## src/rtl/shift_left_sequential_if.sv

```systemverilog
// Request/response bundle for the sequential left shifter.
interface shift_left_sequential_if #(
  parameter int unsigned WIDTH = 32
);
  logic             start;
  logic [WIDTH-1:0] data_in;
  logic [31:0]      shift_amount;
  logic [WIDTH-1:0] data_out;
  logic             busy;
  logic             done;

  modport master (
    output start, data_in, shift_amount,
    input  data_out, busy, done
  );

  modport slave (
    input  start, data_in, shift_amount,
    output data_out, busy, done
  );
endinterface

```

## src/rtl/shift_left_sequential.sv

```systemverilog
// Multi-cycle logical left shifter: STEP bit positions per clock.
// Optional build macro: SHIFT_LEFT_EARLY_EXIT_EN -- finish early once the
// working register has become all zeros.
module shift_left_sequential #(
  parameter int unsigned WIDTH = 32,
  parameter int unsigned STEP  = 1
) (
  input  logic                  clk,
  input  logic                  rst_n,
  shift_left_sequential_if.slave bus
);

  localparam int unsigned CNT_W = $clog2(WIDTH) + 1;

  typedef enum logic [1:0] {
    IDLE  = 2'd0,
    SHIFT = 2'd1,
    DONE  = 2'd2
  } state_t;

  state_t           state_q, state_d;
  logic [WIDTH-1:0] work_q, work_d;
  logic [CNT_W-1:0] rem_q, rem_d;
  logic [WIDTH-1:0] data_out_q;
  logic             busy_q;
  logic             done_q;

  logic             res_load;
  logic [WIDTH-1:0] res_val;
  logic [WIDTH-1:0] step_work;
  logic [CNT_W-1:0] step_rem;

  // One shift step: full STEP, or the leftover count when fewer remain.
  always_comb begin
    step_work = work_q;
    step_rem  = rem_q;
    if (rem_q >= CNT_W'(STEP)) begin
      step_work = work_q << STEP;
      step_rem  = rem_q - CNT_W'(STEP);
    end else begin
      step_work = work_q << rem_q;
      step_rem  = '0;
    end
  end

  // Next-state and working-register update.
  always_comb begin
    state_d  = state_q;
    work_d   = work_q;
    rem_d    = rem_q;
    res_load = 1'b0;
    res_val  = '0;
    case (state_q)
      IDLE: begin
        if (bus.start) begin
          work_d = bus.data_in;
          if (bus.shift_amount == 32'd0) begin
            state_d  = DONE;
            rem_d    = '0;
            res_load = 1'b1;
            res_val  = bus.data_in;
          end else if (bus.shift_amount >= 32'(WIDTH)) begin
            // Full 32-bit compare so huge counts never alias after truncation.
            state_d  = DONE;
            rem_d    = '0;
            res_load = 1'b1;
            res_val  = '0;
          end else begin
            state_d = SHIFT;
            rem_d   = CNT_W'(bus.shift_amount);
          end
        end
      end
      SHIFT: begin
`ifdef SHIFT_LEFT_EARLY_EXIT_EN
        if (work_q == '0) begin
          state_d  = DONE;
          rem_d    = '0;
          res_load = 1'b1;
          res_val  = '0;
        end else begin
          work_d = step_work;
          rem_d  = step_rem;
          if (step_rem == '0) begin
            state_d  = DONE;
            res_load = 1'b1;
            res_val  = step_work;
          end
        end
`else
        work_d = step_work;
        rem_d  = step_rem;
        if (step_rem == '0) begin
          state_d  = DONE;
          res_load = 1'b1;
          res_val  = step_work;
        end
`endif
      end
      DONE: begin
        state_d = IDLE;
      end
      default: begin
        state_d = IDLE;
      end
    endcase
  end

  // State, working registers and registered outputs.
  always_ff @(posedge clk or negedge rst_n) begin
    if (!rst_n) begin
      state_q    <= IDLE;
      work_q     <= '0;
      rem_q      <= '0;
      data_out_q <= '0;
      busy_q     <= 1'b0;
      done_q     <= 1'b0;
    end else begin
      state_q <= state_d;
      work_q  <= work_d;
      rem_q   <= rem_d;
      busy_q  <= (state_d != IDLE);
      done_q  <= (state_d == DONE);
      if (res_load) begin
        data_out_q <= res_val;
      end
    end
  end

  assign bus.data_out = data_out_q;
  assign bus.busy     = busy_q;
  assign bus.done     = done_q;

endmodule

```

## src/flat_wrapper.sv

```systemverilog
// flat-port wrapper written by rule: the top's interface ports become plain ports
module shift_left_sequential_flat 
#(
  parameter int unsigned WIDTH = 32,
  parameter int unsigned STEP  = 1
)
  (clk, rst_n, bus_start, bus_data_in, bus_shift_amount, bus_data_out, bus_busy, bus_done);
  shift_left_sequential_if #(.WIDTH(WIDTH)) bus_i ();
  input  logic clk;
  input  logic rst_n;
  input wire logic [$bits(bus_i.start)-1:0] bus_start;
  input wire logic [$bits(bus_i.data_in)-1:0] bus_data_in;
  input wire logic [$bits(bus_i.shift_amount)-1:0] bus_shift_amount;
  output wire logic [$bits(bus_i.data_out)-1:0] bus_data_out;
  output wire logic [$bits(bus_i.busy)-1:0] bus_busy;
  output wire logic [$bits(bus_i.done)-1:0] bus_done;
  assign bus_i.start = bus_start;
  assign bus_i.data_in = bus_data_in;
  assign bus_i.shift_amount = bus_shift_amount;
  assign bus_data_out = bus_i.data_out;
  assign bus_busy = bus_i.busy;
  assign bus_done = bus_i.done;
  shift_left_sequential #(.WIDTH(WIDTH), .STEP(STEP)) u_core (.clk(clk), .rst_n(rst_n), .bus(bus_i));
endmodule
```

## config.mk

```make
export PLATFORM = sky130hd
export DESIGN_NAME = shift_left_sequential_flat
export DESIGN_NICKNAME = d
export VERILOG_FILES = /design/src/rtl/shift_left_sequential_if.sv /design/src/rtl/shift_left_sequential.sv /design/src/flat_wrapper.sv
export SDC_FILE = /design/constraint.sdc
export NUM_CORES = 1
export LEC_CHECK = 0
export ABC_CLOCK_PERIOD_IN_PS = 4950
export CAP_MARGIN = 0
export CORE_UTILIZATION = 56
export DETAILED_ROUTE_END_ITERATION = 8
export GPL_ROUTABILITY_DRIVEN = 0
export GPL_TIMING_DRIVEN = 1
export PLACE_DENSITY_LB_ADDON = 0.12
export SLEW_MARGIN = 10
export SYNTH_ARGS = -nofsm -noshare
export SYNTH_HDL_FRONTEND = slang
export SYNTH_SLANG_ARGS = --single-unit
```

## constraint.sdc

```tcl
create_clock -name clk -period 4.95 [get_ports clk]
set_input_delay 0.99 -clock clk [delete_from_list [all_inputs] [get_ports clk]]
set_output_delay 0.99 -clock clk [all_outputs]
set_load 0.03 [all_outputs]
```

Word-level counts from Yosys, hierarchy flattened
Cells that the tools add are included.

word-level totals
  flip-flop bits (word level) = 74
  input bits = 67
  output and inout port bits = 34
  word-level logic and storage cells = 41

operators by class
  $add $sub $neg = 1
  magnitude comparators = 2
  equality and inequality tests = 3
  shift operators = 1
  muxes and demuxes = 22
  reduce and logical (&&, ||, !) cells = 6

operator list
  operator             count
  $mux 32              5
  $pmux 32 s2          2
  $ge 32x6->1 const B  1
  $logic_not 32->1     1
  $shl 32x6->32        1
  $mux 6               4
  $pmux 6 s2           1
  $mux 2               4
  $ge 6x1->1 const B   1
  $logic_not 6->1      1
  $sub 6x1->6 const B  1
  $mux 1               4
  $pmux 2 s2           1
  $reduce_bool 2->1    2
  $eq 2x1->1 const B   1
  $eq 2x2->1 const B   1
  $logic_not 2->1      1
  $ne 2x2->1 const B   1
  $pmux 1 s2           1
  $reduce_and 2->1     1

Longest topological paths before layout
  depth in word-level cells = 6
  depth in mapped cells = 13
  depth with buffers taken out = 7

Worst setup path after synthesis
No wires, ideal clock.

  path type = register to register
  from = register u_core.rem_q[0]
  to = register u_core.data_out_q[17] (netlist: u_core.bus.data_out[17])
  library setup time = 0.126 ns
  arrival time = 3.113 ns
  required time = 4.824 ns
  slack = 1.711 ns
  cell stages (with the launch flop) = 13
  path buffers = 5
  clock period less this slack = 3.239 ns
  path through = dfrtp_1 -> buf_2 -> inv_1 -> clkbuf_1 -> clkbuf_1 -> ha_1 -> nor3b_2 -> mux2i_1 -> o211ai_4 -> and2_1 -> buf_6 -> buf_6 -> a221o_1

between the ends
  word-level cells in the longest chain between the ends = 5

RTL lines
  element                                    line                                                      RTL
  start: declaration                         shift_left_sequential.sv:23                               logic [CNT_W-1:0] rem_q, rem_d;
  start signal: assignment                   shift_left_sequential.sv:121                              rem_q <= rem_d;
  $sub 6x1->6 or $ge 6x1->1 (tied branches)  shift_left_sequential.sv:39, shift_left_sequential.sv:37
  $mux 6                                     shift_left_sequential.sv:37                               if (rem_q >= CNT_W'(STEP)) begin
  $logic_not 6->1                            shift_left_sequential.sv:93                               if (step_rem == '0) begin
  $mux 32 or $mux 1 (tied branches)          shift_left_sequential.sv:93
  $pmux 32 s2 or $pmux 1 s2 (tied branches)  shift_left_sequential.sv:53                               case (state_q)
  end signal: assignment                     shift_left_sequential.sv:125                              data_out_q <= res_val;
  end: declaration                           shift_left_sequential.sv:24                               logic [WIDTH-1:0] data_out_q;

Parallel ways exist; a longest one is shown, timed or not.
A chain may end at the register's enable or synchronous reset.

Final worst setup path
  from = register u_core.rem_q[0]
  to = register u_core.data_out_q[0] (netlist: u_core.bus.data_out[0])

Same word-level chain as after synthesis.

==> flow_summary.ini <==
[run_status]
status = complete, no violations

[clock_network]
clock_path_buffers = 2
clock-sinks = 74
clock_latency_ps = 360
cts.clk_slew.worst_paths_ps = 80
tritoncts.num_buffers = 9
cts_hold_buf = 0
postCtsResizedCells = 0
ctsHtreeMaxLevel = 3
cts_tree = built
post_cts_buffers = 0
clockRootBuffer = clkbuf_8

[worst_setup_path]
cp.arrival_ps = 3710
worstPathCellList = inv_1 -> ha_1 -> nor3b_2 -> mux2i_1 -> o211ai_4 -> and2_1 -> a221o_1
slowest_delay_ps = 510
crit_path_max_fanout = 20
required_ps = 5190
path_delay_family = simple AND/OR/NAND/NOR gates
critical_path_buf_inv_count = 1
crit_path_top_delay_cell = inv_1
cp-end-kind = flip-flop
crit_type = flip-flop to flip-flop
rrSetupSlack_ps = 1480
startpoint_type = flip-flop

[detailed_routing]
dr.pass1.iters = 6
viasPerCell = 6.667
routed_wl_um = 13500
vias = 4480
route.detailed.drc = 0
dr.first_iter.drc_count = 461
postRouteAntennaNets = 0
post_drt_wl_per_cell_um = 20.08

[synthesis]
yosys_warnings = 0
async_flop_share = 1.000
syn-num-nets = 553
yosys_register_bits = 74
ys_types = 58
syn_area_um2 = 4643
synth_top_area_cell = dfrtp_1
synthCells = 484
synth_area_per_cell_um2 = 9.593
synth_flop_cell = dfrtp_1
netlist_top_cells_area = dfrtp_1, mux4_2, nand2_1
synth-edff-count = 0
synth-seq-area-share = 0.3988
yosysTopAreaCellShare = 0.3988

[placement]
dpl.hpwl_um = 9340
place_ws_ps = 1185
port-buffer-count = 100

[sta]
period_needed_ps = 3468
finalHoldViolCount = 0
rsz0062_at_grt = no
max_freq_ghz = 0.2883
post-route-period-util = 0.7006
setup_tns_ps = 0
finalSetupViolations = 0
setup_slack_ps = 1482
drv_slew = 0
relSlewSlack = 0.3352
tightest_slew_ps = 989.8
skew_ps = 8.884

[die]
rows = 32
io_pins = 101
die_w_um = 93.06
coreArea_um2 = 7888
initial_utilization = 0.5887
die_y_um = 93.06
die-area_um2 = 8659

[pwr]
power.density_nw_per_um2 = 267.9
leakage_uw = 0.002391
ir_drop_uv = 170.0

[global_route]
grt_first_pass_wirelength_um = 22120
grt_max_degree = 47
first_global_vias = 4303
overflow = 0
grt_usage = 0.3336
antenna_found_initial = 0

[cells_and_area]
multi_input_area_um2 = 2584
diodes = 0
area_growth_pct = 26.95
fin_nets = 634
regArea_um2 = 1852
fillerInstances = 586
drive_above_1_share = 0.1175

[run]
maxCapViolCount = 0

[hold_path]
hold_path_class = flip-flop to flip-flop
## synth_stat cells, types with 2 or more instances
library cell,count
and2_0,2
a21oi_1,21
a221o_1,18
and3_1,13
nor3_1,10
mux4_2,10
o22ai_1,7
mux2i_1,17
ha_1,2
inv_1,7
a21o_1,4
buf_2,9
and2_1,5
a22oi_1,16
a22o_1,3
nand2_1,49
a211oi_1,12
a31oi_1,4
mux2_2,15
nor2_1,26
nor4_2,2
o211ai_1,22
nand3_1,25
a221oi_1,5
o31ai_1,4
nor2b_1,3
nand2b_1,4
a222oi_1,3
nand3b_1,3
or2_2,2
dfrtp_1,74
o2bb2ai_1,2
o21ai_0,23
clkbuf_1,27
a31o_2,3
buf_6,4
nor4_1,7
## final cells by class
type	instances	area share
clock buffer	10	0.02335
clock inverter	6	0.01507
inverter	7	0.004458
multi-input combinational	362	0.4383
sequential	74	0.3142
tap	102	0.02165
timing repair buffer	111	0.1830
## layer usage
layer  share of wire  GRT usage  vias to the layer above
met5               0          0                        -
met2            0.50     0.5380                      230
li1                -          -                     2030
met4           0.032     0.1628                        0
met1            0.40     0.4328                     2184
met3           0.077    0.06179                       36
## through the flow
stage                     power [uW]  cells  hold slack (ps)  cell area [um^2]    util
after detailed placement        1044    656            501.0              5668  0.7186
after CTS                       1578    672            524.1              5894  0.7473
after global routing            1641    672            540.5              5894  0.7473
after global placement          1032    656            484.7              5668  0.7186
after floorplan                906.9    484            465.1              4643       -
final                           1579    672            517.8              5894  0.7473
## registers in the layout, summed over array words and instances (netlist names)
name	flops
u_core.work_q	32
u_core.rem_q	6
u_core.state_q	2
u_core.bus.done	1
u_core.bus.data_out	32
u_core.bus.busy	1
## cells in the final DEF, fill, tap and decap left out, types with 16 or more instances in the layout
cell type	n
a21oi_1	21
dfrtp_1	74
o211ai_1	22
a22oi_1	16
nor2_1	26
clkdlybuf4s50_1	99
a221o_1	18
nand3_1	25
mux2i_1	17
nand2_1	49
o21ai_0	23
## report_power, final
group | switching [uW] | internal, uW | leakage, uW
sequential | 62.5 | 641 | 0.000972
combinational | 173 | 165 | 0.00131
clock | 239 | 298 | 0.000109
## cell families (layout without fill, tap and decap cells)
| group | count (synthesis) | in the layout | synth area share |
|---|---|---|---|
| simple gates | 159 | 159 | 0.1743 |
| flops | 74 | 74 | 0.3988 |
| buf+inv | 48 | 134 | 0.04770 |
| xor+xnor | 2 | 2 | 0.003773 |
| mux | 42 | 42 | 0.1215 |
| fa+ha+maj | 2 | 2 | 0.005389 |
| compound gates | 157 | 157 | 0.2485 |
## final timing paths
path / cells after the start / to / from
setup / recovery: 7 / u_core.bus.data_out[0] / u_core.rem_q[0]
hold / removal: 1 / u_core.bus.data_out[12] / u_core.bus.data_out[12]
setup reg to reg: 7 / u_core.bus.data_out[0] / u_core.rem_q[0]
hold reg to reg: 1 / u_core.bus.data_out[12] / u_core.bus.data_out[12]
max in group asynchronous: 2 / u_core.bus.data_out[3] / rst_n
min in group asynchronous: 1 / u_core.bus.data_out[15] / rst_n
(Power assumes the default switching activity.)
